<file path="src/rtl/spi_w25q_stream_fetch_pkg.sv">
// Shared types and constants for the W25Q sequential burst fetcher.
// Holds the FSM state encoding, bus widths, address step and the FIFO entry layout.
// Pure declarations; no logic, no latency, no backpressure.
package spi_w25q_stream_fetch_pkg;

    localparam int SPI_ADDR_W = 24;
    localparam int SPI_WORD_W = 32;
    localparam logic [SPI_ADDR_W-1:0] ADDR_STEP = 24'd4;

    typedef enum logic [2:0] {
        ST_IDLE       = 3'd0,
        ST_ISSUE      = 3'd1,
        ST_WAIT_HI    = 3'd2,
        ST_WAIT_LO    = 3'd3,
        ST_DRAIN      = 3'd4,
        ST_ABORT_WAIT = 3'd5
    } state_e;

    // FIFO entry: data word plus end-of-burst marker (33 bits).
    typedef struct packed {
        logic                  last;
        logic [SPI_WORD_W-1:0] data;
    } fifo_word_t;

    // Next word address; the 24-bit width makes 0xFFFFFC roll over to 0x000000.
    function automatic logic [SPI_ADDR_W-1:0] addr_next(input logic [SPI_ADDR_W-1:0] a);
        return a + ADDR_STEP;
    endfunction

endpackage

</file>
<file path="src/rtl/spi_w25q_stream_fetch_if.sv">
// Command and output-stream bundle of the burst fetcher.
// master = loader/consumer side, slave = the fetcher itself.
// Signals only; the valid/ready rules live in the fetcher.
interface spi_w25q_stream_fetch_if
    import spi_w25q_stream_fetch_pkg::*;
#(
    parameter int LEN_W = 16
) ();

    logic                  cmd_valid;
    logic                  cmd_ready;
    logic [SPI_ADDR_W-1:0] cmd_addr;
    logic [LEN_W-1:0]      cmd_len;

    logic                  out_valid;
    logic                  out_ready;
    logic [SPI_WORD_W-1:0] out_data;
    logic                  out_last;

    modport master (
        output cmd_valid, cmd_addr, cmd_len, out_ready,
        input  cmd_ready, out_valid, out_data, out_last
    );

    modport slave (
        input  cmd_valid, cmd_addr, cmd_len, out_ready,
        output cmd_ready, out_valid, out_data, out_last
    );

endinterface

</file>
<file path="src/rtl/spi_w25q_stream_fetch_fifo.sv">
// Small synchronous FIFO with flush, used as the fetcher's output buffer.
// Head visible the cycle after a push into an empty FIFO; no bypass path.
// Push while full is taken only if a pop happens on the same edge; flush wins over push/pop.
module spi_w25q_stream_fetch_fifo #(
    parameter int WIDTH = 33,
    parameter int DEPTH = 4
) (
    input  logic                   clk,
    input  logic                   rst_n,
    input  logic                   push_i,
    input  logic [WIDTH-1:0]       push_dat_i,
    input  logic                   pop_i,
    input  logic                   flush_i,
    output logic [WIDTH-1:0]       head_dat_o,
    output logic                   full_o,
    output logic                   empty_o,
    output logic [$clog2(DEPTH):0] count_o
);

    localparam int AW = $clog2(DEPTH);

    logic [WIDTH-1:0] mem_q [DEPTH];
    logic [AW-1:0]    wr_ptr_q;
    logic [AW-1:0]    rd_ptr_q;
    logic [AW:0]      count_q;
    logic             do_push;
    logic             do_pop;

    assign empty_o    = (count_q == '0);
    assign full_o     = (count_q == (AW+1)'(DEPTH));
    assign count_o    = count_q;
    assign head_dat_o = mem_q[rd_ptr_q];

    assign do_pop  = pop_i && !empty_o;
    assign do_push = push_i && (!full_o || do_pop);

    // Pointer and occupancy bookkeeping; pointers wrap naturally since DEPTH is a power of two.
    always_ff @(posedge clk or negedge rst_n) begin
        if (!rst_n) begin
            wr_ptr_q <= '0;
            rd_ptr_q <= '0;
            count_q  <= '0;
        end else if (flush_i) begin
            wr_ptr_q <= '0;
            rd_ptr_q <= '0;
            count_q  <= '0;
        end else begin
            if (do_push) wr_ptr_q <= wr_ptr_q + AW'(1);
            if (do_pop)  rd_ptr_q <= rd_ptr_q + AW'(1);
            case ({do_push, do_pop})
                2'b10:   count_q <= count_q + (AW+1)'(1);
                2'b01:   count_q <= count_q - (AW+1)'(1);
                default: count_q <= count_q;
            endcase
        end
    end

    // Storage array; contents are don't-care until written, the consumer gates on empty.
    always_ff @(posedge clk) begin
        if (do_push && !flush_i) begin
            mem_q[wr_ptr_q] <= push_dat_i;
        end
    end

endmodule

</file>
<file path="src/rtl/spi_w25q_stream_fetch.sv">
// Burst reader: one spi_w25q_read_32b transaction per word, auto-incrementing address, into an output FIFO.
// First word appears one cycle after the reader drops busy; each later word paces with the reader.
// Reads are issued only while FIFO occupancy + in-flight < FIFO_DEPTH, so out_ready=0 stalls the reader side.
module spi_w25q_stream_fetch
    import spi_w25q_stream_fetch_pkg::*;
#(
    parameter int FIFO_DEPTH = 4,
    parameter int LEN_W      = 16
) (
    input  logic                   clk,
    input  logic                   rst_n,
    spi_w25q_stream_fetch_if.slave bus,
    input  logic                   abort_i,
    output logic                   active_o,
    output logic                   rd_start_o,
    output logic [SPI_ADDR_W-1:0]  rd_addr_o,
    input  logic                   rd_busy_i,
    input  logic [SPI_WORD_W-1:0]  rd_data_i
);

    localparam int CNT_W = $clog2(FIFO_DEPTH) + 1;
    localparam logic [LEN_W-1:0] LEN_ONE = LEN_W'(1);

    state_e                state_q, state_d;
    logic [SPI_ADDR_W-1:0] addr_q, addr_d;
    logic [LEN_W-1:0]      rem_q, rem_d;
    logic                  inflight_q, inflight_d;
    logic                  seen_q, seen_d;
    logic                  active_q, active_d;
    logic                  init_q;

    logic                  push;
    logic                  pop;
    logic                  flush;
    logic                  room;
    logic                  cmd_fire;
    logic                  fifo_full;
    logic                  fifo_empty;
    logic [CNT_W-1:0]      fifo_count;
    fifo_word_t            push_word;
    fifo_word_t            head_word;

    // cmd_ready stays low through reset and for the first cycle after release; abort blocks accept.
    assign bus.cmd_ready = (state_q == ST_IDLE) && init_q && !abort_i;
    assign cmd_fire      = bus.cmd_valid && bus.cmd_ready;

    assign bus.out_valid = !fifo_empty;
    assign bus.out_data  = fifo_empty ? '0 : head_word.data;
    assign bus.out_last  = fifo_empty ? 1'b0 : head_word.last;
    assign pop           = bus.out_valid && bus.out_ready;

    assign active_o  = active_q;
    assign rd_addr_o = addr_q;
    assign room      = (int'(fifo_count) + int'(inflight_q)) < FIFO_DEPTH;

    assign push_word.last = (rem_q == LEN_ONE);
    assign push_word.data = rd_data_i;

    spi_w25q_stream_fetch_fifo #(
        .WIDTH ($bits(fifo_word_t)),
        .DEPTH (FIFO_DEPTH)
    ) u_fifo (
        .clk        (clk),
        .rst_n      (rst_n),
        .push_i     (push),
        .push_dat_i (push_word),
        .pop_i      (pop),
        .flush_i    (flush),
        .head_dat_o (head_word),
        .full_o     (fifo_full),
        .empty_o    (fifo_empty),
        .count_o    (fifo_count)
    );

    // State and counter registers.
    always_ff @(posedge clk or negedge rst_n) begin
        if (!rst_n) begin
            state_q    <= ST_IDLE;
            addr_q     <= '0;
            rem_q      <= '0;
            inflight_q <= 1'b0;
            seen_q     <= 1'b0;
            active_q   <= 1'b0;
            init_q     <= 1'b0;
        end else begin
            state_q    <= state_d;
            addr_q     <= addr_d;
            rem_q      <= rem_d;
            inflight_q <= inflight_d;
            seen_q     <= seen_d;
            active_q   <= active_d;
            init_q     <= 1'b1;
        end
    end

    // Next-state, reader handshake, FIFO push/flush and abort sequencing.
    always_comb begin
        state_d    = state_q;
        addr_d     = addr_q;
        rem_d      = rem_q;
        inflight_d = inflight_q;
        seen_d     = seen_q;
        active_d   = active_q;
        push       = 1'b0;
        flush      = 1'b0;
        rd_start_o = 1'b0;

        // Burst is complete once the consumer takes the last-tagged word.
        if (pop && head_word.last) begin
            active_d = 1'b0;
        end

        case (state_q)
            ST_IDLE: begin
                if (abort_i) begin
                    flush    = 1'b1;
                    active_d = 1'b0;
                end else if (cmd_fire) begin
                    addr_d = bus.cmd_addr;
                    rem_d  = bus.cmd_len;
                    if (bus.cmd_len != '0) begin
                        state_d  = ST_ISSUE;
                        active_d = 1'b1;
                    end
                end
            end

            // rd_start is not driven here, so an abort in this state never touches the reader.
            ST_ISSUE: begin
                if (abort_i) begin
                    flush    = 1'b1;
                    active_d = 1'b0;
                    state_d  = ST_IDLE;
                end else if (room) begin
                    inflight_d = 1'b1;
                    state_d    = ST_WAIT_HI;
                end
            end

            ST_WAIT_HI: begin
                rd_start_o = 1'b1;
                if (abort_i) begin
                    flush   = 1'b1;
                    seen_d  = rd_busy_i;
                    state_d = ST_ABORT_WAIT;
                end else if (rd_busy_i) begin
                    state_d = ST_WAIT_LO;
                end
            end

            ST_WAIT_LO: begin
                if (abort_i) begin
                    flush   = 1'b1;
                    seen_d  = 1'b1;
                    state_d = ST_ABORT_WAIT;
                end else if (!rd_busy_i) begin
                    push       = 1'b1;
                    inflight_d = 1'b0;
                    addr_d     = addr_next(addr_q);
                    rem_d      = rem_q - LEN_ONE;
                    state_d    = (rem_q == LEN_ONE) ? ST_DRAIN : ST_ISSUE;
                end
            end

            ST_DRAIN: begin
                if (abort_i) begin
                    flush    = 1'b1;
                    active_d = 1'b0;
                    state_d  = ST_IDLE;
                end else if (fifo_empty) begin
                    active_d = 1'b0;
                    state_d  = ST_IDLE;
                end
            end

            // The reader cannot be cancelled: keep start up until it reports busy, then let it finish.
            ST_ABORT_WAIT: begin
                rd_start_o = !seen_q;
                if (rd_busy_i) begin
                    seen_d = 1'b1;
                end else if (seen_q) begin
                    flush      = 1'b1;
                    inflight_d = 1'b0;
                    seen_d     = 1'b0;
                    active_d   = 1'b0;
                    state_d    = ST_IDLE;
                end
            end

            default: begin
                flush   = 1'b1;
                state_d = ST_IDLE;
            end
        endcase
    end

endmodule

</file>
<file path="src/flat_wrapper.sv">
// flat-port wrapper written by rule: the top's interface ports become plain ports
module spi_w25q_stream_fetch_flat import spi_w25q_stream_fetch_pkg::*;
#(
    parameter int FIFO_DEPTH = 4,
    parameter int LEN_W      = 16
)
  (clk, rst_n, abort_i, active_o, rd_start_o, rd_addr_o, rd_busy_i, rd_data_i, bus_cmd_valid, bus_cmd_addr, bus_cmd_len, bus_out_ready, bus_cmd_ready, bus_out_valid, bus_out_data, bus_out_last);
  spi_w25q_stream_fetch_if #(.LEN_W(LEN_W)) bus_i ();
  input  logic clk;
  input  logic rst_n;
  input  logic abort_i;
  output logic active_o;
  output logic rd_start_o;
  output logic [SPI_ADDR_W-1:0] rd_addr_o;
  input  logic rd_busy_i;
  input  logic [SPI_WORD_W-1:0] rd_data_i;
  input wire logic [$bits(bus_i.cmd_valid)-1:0] bus_cmd_valid;
  input wire logic [$bits(bus_i.cmd_addr)-1:0] bus_cmd_addr;
  input wire logic [$bits(bus_i.cmd_len)-1:0] bus_cmd_len;
  input wire logic [$bits(bus_i.out_ready)-1:0] bus_out_ready;
  output wire logic [$bits(bus_i.cmd_ready)-1:0] bus_cmd_ready;
  output wire logic [$bits(bus_i.out_valid)-1:0] bus_out_valid;
  output wire logic [$bits(bus_i.out_data)-1:0] bus_out_data;
  output wire logic [$bits(bus_i.out_last)-1:0] bus_out_last;
  assign bus_i.cmd_valid = bus_cmd_valid;
  assign bus_i.cmd_addr = bus_cmd_addr;
  assign bus_i.cmd_len = bus_cmd_len;
  assign bus_i.out_ready = bus_out_ready;
  assign bus_cmd_ready = bus_i.cmd_ready;
  assign bus_out_valid = bus_i.out_valid;
  assign bus_out_data = bus_i.out_data;
  assign bus_out_last = bus_i.out_last;
  spi_w25q_stream_fetch #(.FIFO_DEPTH(FIFO_DEPTH), .LEN_W(LEN_W)) u_core (.clk(clk), .rst_n(rst_n), .bus(bus_i), .abort_i(abort_i), .active_o(active_o), .rd_start_o(rd_start_o), .rd_addr_o(rd_addr_o), .rd_busy_i(rd_busy_i), .rd_data_i(rd_data_i));
endmodule
</file>
<file path="config.mk">
export PLATFORM = sky130hd
export DESIGN_NAME = spi_w25q_stream_fetch_flat
export DESIGN_NICKNAME = d
export VERILOG_FILES = /design/src/rtl/spi_w25q_stream_fetch_pkg.sv /design/src/rtl/spi_w25q_stream_fetch_if.sv /design/src/rtl/spi_w25q_stream_fetch_fifo.sv /design/src/rtl/spi_w25q_stream_fetch.sv /design/src/flat_wrapper.sv
export SDC_FILE = /design/constraint.sdc
export NUM_CORES = 1
export LEC_CHECK = 0
export ABC_AREA = 1
export CAP_MARGIN = 25
export CORE_UTILIZATION = 47
export CTS_BUF_LIST = sky130_fd_sc_hd__clkbuf_16
export DETAILED_ROUTE_END_ITERATION = 8
export PLACE_DENSITY_LB_ADDON = 0.15
export SLEW_MARGIN = 20
export SYNTH_ARGS = -nofsm -noshare
export SYNTH_HDL_FRONTEND = slang
export SYNTH_HIERARCHICAL = 1
export SYNTH_SLANG_ARGS = --single-unit
</file>
<file path="constraint.sdc">
create_clock -name clk -period 8.2 [get_ports clk]
set_clock_uncertainty 0.2 [all_clocks]
set_input_delay 1.64 -clock clk [delete_from_list [all_inputs] [get_ports clk]]
set_output_delay 1.64 -clock clk [all_outputs]
set_load 0.01 [all_outputs]
</file>
==> flow_metrics.env, run 1 <==
export IMPL_clockBufferDepth=2
export IMPL_clk_pin_slew_ps=70
export IMPL_drv_slew=0
export IMPL_fp_dieArea_mm2=0.0202
export IMPL_routed_wl_mm=20.8
export IMPL_core_rowCount=50
export IMPL_cts_made_buffers=17
export IMPL_period_minus_slack_ps=5220
export IMPL_status="finished clean"
export IMPL_grt_max_degree=68
export IMPL_cts_resized=0
export IMPL_dp_hpwl_mm=13.7
export IMPL_post_cts_buffers=0
export IMPL_grt_pass1_vias=6619
export IMPL_syn_avg_cell_area_um2=9.08
export IMPL_powerDensity_mw_per_mm2=294
export IMPL_yosysMostFrequentCell="nand2_1"
export IMPL_ys_seq_area_share_pct=57.7
export IMPL_start_kind="flip-flop"
export IMPL_fp_dieH_um=142
export IMPL_drc=0
export IMPL_cts_tree="done"
export IMPL_htreeDepth=4
export IMPL_drt_iter0_markers=556
export IMPL_area_growth_pct=23.8
export IMPL_crit_type="flip-flop to primary output"
export IMPL_die_x_um=142
export IMPL_worst_pin_slew_ps=962
export IMPL_postCtsHoldBufs=0
export IMPL_ys_types=42
export IMPL_hold_path_class="flip-flop to flip-flop"
export IMPL_worst_endpoint_arrival_ps=3380
export IMPL_post_route_period_util_pct=63.6
export IMPL_synthTopCellsByCount="213 x nand2_1, 197 x nor2_1, 132 x edfxtp_1"
export IMPL_critPathMaxFanout=67
export IMPL_synth_area_leaders="edfxtp_1 43%, dfrtp_1 15%, nand2_1 8.7%, nor2_1 8.0%, o21ai_0 5.1%"
export IMPL_portBuffers=138
export IMPL_cp_required_ps=6360
export IMPL_yosys_warnings=6
export IMPL_clkLatencyLatePin_ps=440
export IMPL_syn_inst=1015
export IMPL_hold_violations=0
export IMPL_n_fill_cell=1606
export IMPL_place_congestion=0.899
export IMPL_multi_input_area_mm2=0.00326
export IMPL_clock_sinks=186
export IMPL_fin_nets=1226
export IMPL_syn_area_mm2=0.00921
export IMPL_grt_usage_pct=21.6
export IMPL_synth_net_count=1101
export IMPL_yosys_area_top_type="edfxtp_1"
export IMPL_drive_gt1_share_pct=6.85
export IMPL_whs_ps=284
export IMPL_synth_edf_count=132
export IMPL_finalSetupViolCount=0
export IMPL_max_cap_viol_count=0
export IMPL_rsz0062_at_grt="no"
export IMPL_async_reset_ff_share_pct=29.0
export IMPL_firstDrtPassIters=7
export IMPL_ff_latch_area_mm2=0.00532
export IMPL_globalRouteOverflowTotal=0
export IMPL_io_pins=139
export IMPL_grt_pass1_wl_mm=33.7
export IMPL_postRouteAntennaNets=0
export IMPL_crit_path_end_kind="primary output"
export IMPL_grt_antenna_before_repair=1
export IMPL_vias=7316
export IMPL_routedWlPerCell_um=14.7
export IMPL_synthDominantCellAreaShare_pct=43.0
export IMPL_relSlewSlack_pct=35.7
export IMPL_synthFlopType="edfxtp_1"
export IMPL_initial_core_util_pct=48.6
export IMPL_irDropWorstVdd_mv=0.161
export IMPL_cts_root_buffer="clkbuf_16"
export IMPL_setup_tns_ps=0
export IMPL_synth_seq_cells=186
export IMPL_core_area_mm2=0.0190
export IMPL_leakage_nw=4.54
export IMPL_fmax_ghz=0.192
export IMPL_via_per_inst=5.17
-- power breakdown --
part | total [W] | switching (W) | internal, W
Sequential | 0.00128 | 0.000160 | 0.00112
Clock | 0.000819 | 0.000382 | 0.000437
Combinational | 0.00125 | 0.000707 | 0.000540
-- worst paths after layout --
path                       slack, ps                       from                        end  cells after the start
max                             2980  u_core/u_fifo/rd_ptr_q[0]           bus_out_data[27]                      7
min                              280        u_core/rd_addr_o[0]        u_core/rd_addr_o[0]                      2
max reg2reg                     4840          u_core/state_q[2]  u_core/u_fifo/mem_q[2][4]                     10
min reg2reg                      280        u_core/rd_addr_o[0]        u_core/rd_addr_o[0]                      2
max in group asynchronous       6160                      rst_n  u_core/u_fifo/rd_ptr_q[0]                      2
min in group asynchronous       1130                      rst_n              u_core/seen_q                      2
-- cells by family after synthesis --
group / count (synthesis) / synth area share, %
xor+xnor: 6 / 0.570
buf+inv: 140 / 7.20
simple gates: 512 / 23.7
other cells: 1 / 0.0407
fa+ha+maj: 8 / 1.17
compound gates: 162 / 9.59
flops: 186 / 57.7
-- per-layer routing --
metal | vias to the layer above | track usage (%) | wire, µm
met4 | 0 | 6.28 | 243
met3 | 21 | 3.30 | 966
li1 | 3622 | - | -
met5 | - | 0 | 0
met2 | 205 | 34.8 | 9800
met1 | 3468 | 30.3 | 9810
-- registers in the layout, summed over array words and instances, names as in the netlist, 2 cells and up --
signal and count:
u_core/u_fifo/mem_q 132, u_core/u_fifo/rd_ptr_q 2, u_core/u_fifo/wr_ptr_q 2, u_core/state_q 3
u_core/rem_q 16, u_core/u_fifo/count_o 3, u_core/rd_addr_o 24
-- through the flow --
| step | setup slack [ps] | utilization, % | cell area (µm²) | power, W | instances |
|---|---|---|---|---|---|
| after floorplan | 3910 | - | 9210 | 0.00205 | 1015 |
| after global placement | 3250 | 56.4 | 10700 | 0.00252 | 1376 |
| after detailed placement | 3220 | 57.0 | 10800 | 0.00255 | 1381 |
| after CTS | 2990 | 60.2 | 11400 | 0.00337 | 1413 |
| after global routing | 2740 | 60.2 | 11400 | 0.00357 | 1414 |
| final | 2980 | 60.2 | 11400 | 0.00335 | 1414 |
-- cell type report --
cell class	instances	share of cell area [%]
Inverter	99	3.27
Tap cell	260	2.85
Sequential cell	186	46.6
Multi-Input combinational cell	689	28.6
Clock buffer	17	3.73
Antenna cell	1	0.0219
Timing Repair Buffer	147	13.4
Clock inverter	15	1.49
-- worst max-delay path: stages, from the launching register on --
cell	delay, ps
dfrtp_2	710
buf_12	270
clkinv_2	670
o21ai_0	510
o22ai_1	130
inv_1	70
nor2_1	50
clkdlybuf4s50_1	490
-- placed cells by master (no fill, tap or decap), drive strengths merged, types with 8 or more instances in the layout --
master,instances
nand2,219
nor2,206
clkdlybuf4s50,137
edfxtp,132
o21ai,113
inv,108
nand3,64
dfrtp,54
o22ai,33
clkbuf,17
nand4,13
buf,10
a21oi,8
Power figures use the tool's default switching activity.
==> run 2: changes to the inputs <==
- clock period: 8.2 -> 5.09 ns (I/O delays scaled with it)
==> flow_metrics.env, run 2 (same netlist as run 1, synthesis figures left out) <==
export IMPL_status="finished clean"
export IMPL_final_common_cell="nand2_1"
export IMPL_globalRouteOverflowTotal=0
export IMPL_die_x_um=142
export IMPL_fin_nets=1227
export IMPL_grt_pass1_wl_mm=33.2
export IMPL_core_rowCount=50
export IMPL_worst_endpoint_arrival_ps=2730
export IMPL_max_cap_viol_count=0
export IMPL_num_antenna_cells=0
export IMPL_layout_common_cells="213 x nand2_1, 193 x nor2_1, 137 x clkdlybuf4s50_1, 132 x edfxtp_1, 94 x o21ai_0"
export IMPL_largest_register="u_core/u_fifo/mem_q"
export IMPL_htreeDepth=4
export IMPL_cp_required_ps=3870
export IMPL_drc=0
export IMPL_vias=7234
export IMPL_whs_ps=281
export IMPL_cts_root_buffer="clkbuf_16"
export IMPL_routed_wl_mm=20.4
export IMPL_clockBufferDepth=2
export IMPL_placedCellCount=1382
export IMPL_largest_register_ffs=132
export IMPL_grt_antenna_before_repair=0
export IMPL_drive_gt1_share_pct=6.93
export IMPL_finalNonFillerCells=1414
export IMPL_grt_max_degree=68
export IMPL_place_congestion=0.868
export IMPL_start_kind="flip-flop"
export IMPL_crit_type="flip-flop to primary output"
export IMPL_worst_pin_slew_ps=959
export IMPL_period_minus_slack_ps=3950
export IMPL_relSlewSlack_pct=35.9
export IMPL_irDropWorstVdd_mv=0.340
export IMPL_dp_hpwl_mm=13.6
export IMPL_rsz0062_at_grt="no"
export IMPL_postCtsHoldBufs=0
export IMPL_initial_core_util_pct=48.6
export IMPL_drt_iter0_markers=438
export IMPL_via_per_inst=5.12
export IMPL_post_route_period_util_pct=77.6
export IMPL_portBuffers=138
export IMPL_area_growth_pct=23.2
export IMPL_crit_path_end_kind="primary output"
export IMPL_postRouteAntennaNets=0
export IMPL_cts_resized=0
export IMPL_clk_pin_slew_ps=70
export IMPL_post_cts_buffers=0
export IMPL_powerDensity_mw_per_mm2=477
export IMPL_fmax_ghz=0.253
export IMPL_clock_sinks=186
export IMPL_grt_pass1_vias=6673
export IMPL_fp_dieH_um=142
export IMPL_drv_slew=0
export IMPL_fp_dieArea_mm2=0.0202
export IMPL_firstDrtPassIters=5
export IMPL_routedWlPerCell_um=14.5
export IMPL_clkLatencyLatePin_ps=420
export IMPL_critPathMaxFanout=47
export IMPL_grt_usage_pct=21.2
export IMPL_cts_tree="done"
export IMPL_hold_violations=0
export IMPL_finalSetupViolCount=0
export IMPL_core_area_mm2=0.0190
export IMPL_cts_made_buffers=17
export IMPL_p_total_w=0.00541
export IMPL_leakage_nw=4.53
export IMPL_io_pins=139
export IMPL_hold_path_class="flip-flop to flip-flop"
export IMPL_setup_tns_ps=0
==> run 2: changes by cell type in the layout (fill, tap and decap cells not counted) <==
cell and delta:
clkinv_8 +2, buf_4 +6, buf_16 -3, clkinv_2 -3, buf_12 -2, inv_2 +1, clkinv_4 +1, diode_2 -1
inv_6 -1
==> run 2: layer usage <==
layer / up-vias / wire length [µm] / GRT usage [%]
met5: - / 0 / 0
met4: 0 / 151 / 4.58
met3: 10 / 1070 / 3.80
met2: 204 / 9690 / 34.8
met1: 3390 / 9530 / 29.4
li1: 3630 / - / -
==> run 2: power breakdown <==
part	leakage [nW]	switching (W)	internal [W]
Sequential	1.85	0.000231	0.00181
Combinational	2.37	0.00116	0.000866
Clock	0.302	0.000631	0.000714
==> run 2: path summary, 6_finish.rpt <==
path | startpoint | endpoint | slack (ps) | depth (start not counted)
min in group asynchronous | rst_n | u_core/seen_q | 370 | 1
worst min register to register | u_core/rem_q[8] | u_core/rem_q[8] | 280 | 2
worst min-delay path | u_core/rem_q[8] | u_core/rem_q[8] | 280 | 2
max in group asynchronous | rst_n | u_core/rem_q[14] | 3470 | 2
worst max-delay path | u_core/u_fifo/rd_ptr_q[0] | bus_out_data[19] | 1140 | 7
worst max register to register | u_core/state_q[1] | u_core/u_fifo/mem_q[1][19] | 2270 | 9
==> run 2: final cells by class <==
| type | count | area [µm²] |
|---|---|---|
| clock inverters | 15 | 193 |
| well taps | 260 | 325 |
| multi-input cells | 689 | 3260 |
| repair buffers | 148 | 1450 |
| fillers | 1636 | 7610 |
| clock buffers | 17 | 425 |
| inverters | 99 | 372 |
| flip-flops and latches | 186 | 5320 |
==> run 2: worst max-delay path: stages (launching register included) <==
cell,delay (ps)
dfrtp_2,400
inv_2,580
buf_4,360
o21ai_0,120
o22ai_1,150
inv_1,70
nor2_1,90
clkdlybuf4s50_1,540
==> run 2: through the flow <==
step           instance area [µm²]  worst slack, ps  util (%)
2_1_floorplan                 9210             1420         -
3_3_place_gp                 10700             1350      56.6
4_1_cts                      11300             1120      59.9
5_1_grt                      11300              934      59.9
3_5_place_dp                 10700             1340      56.6
6_report                     11300             1140      59.9
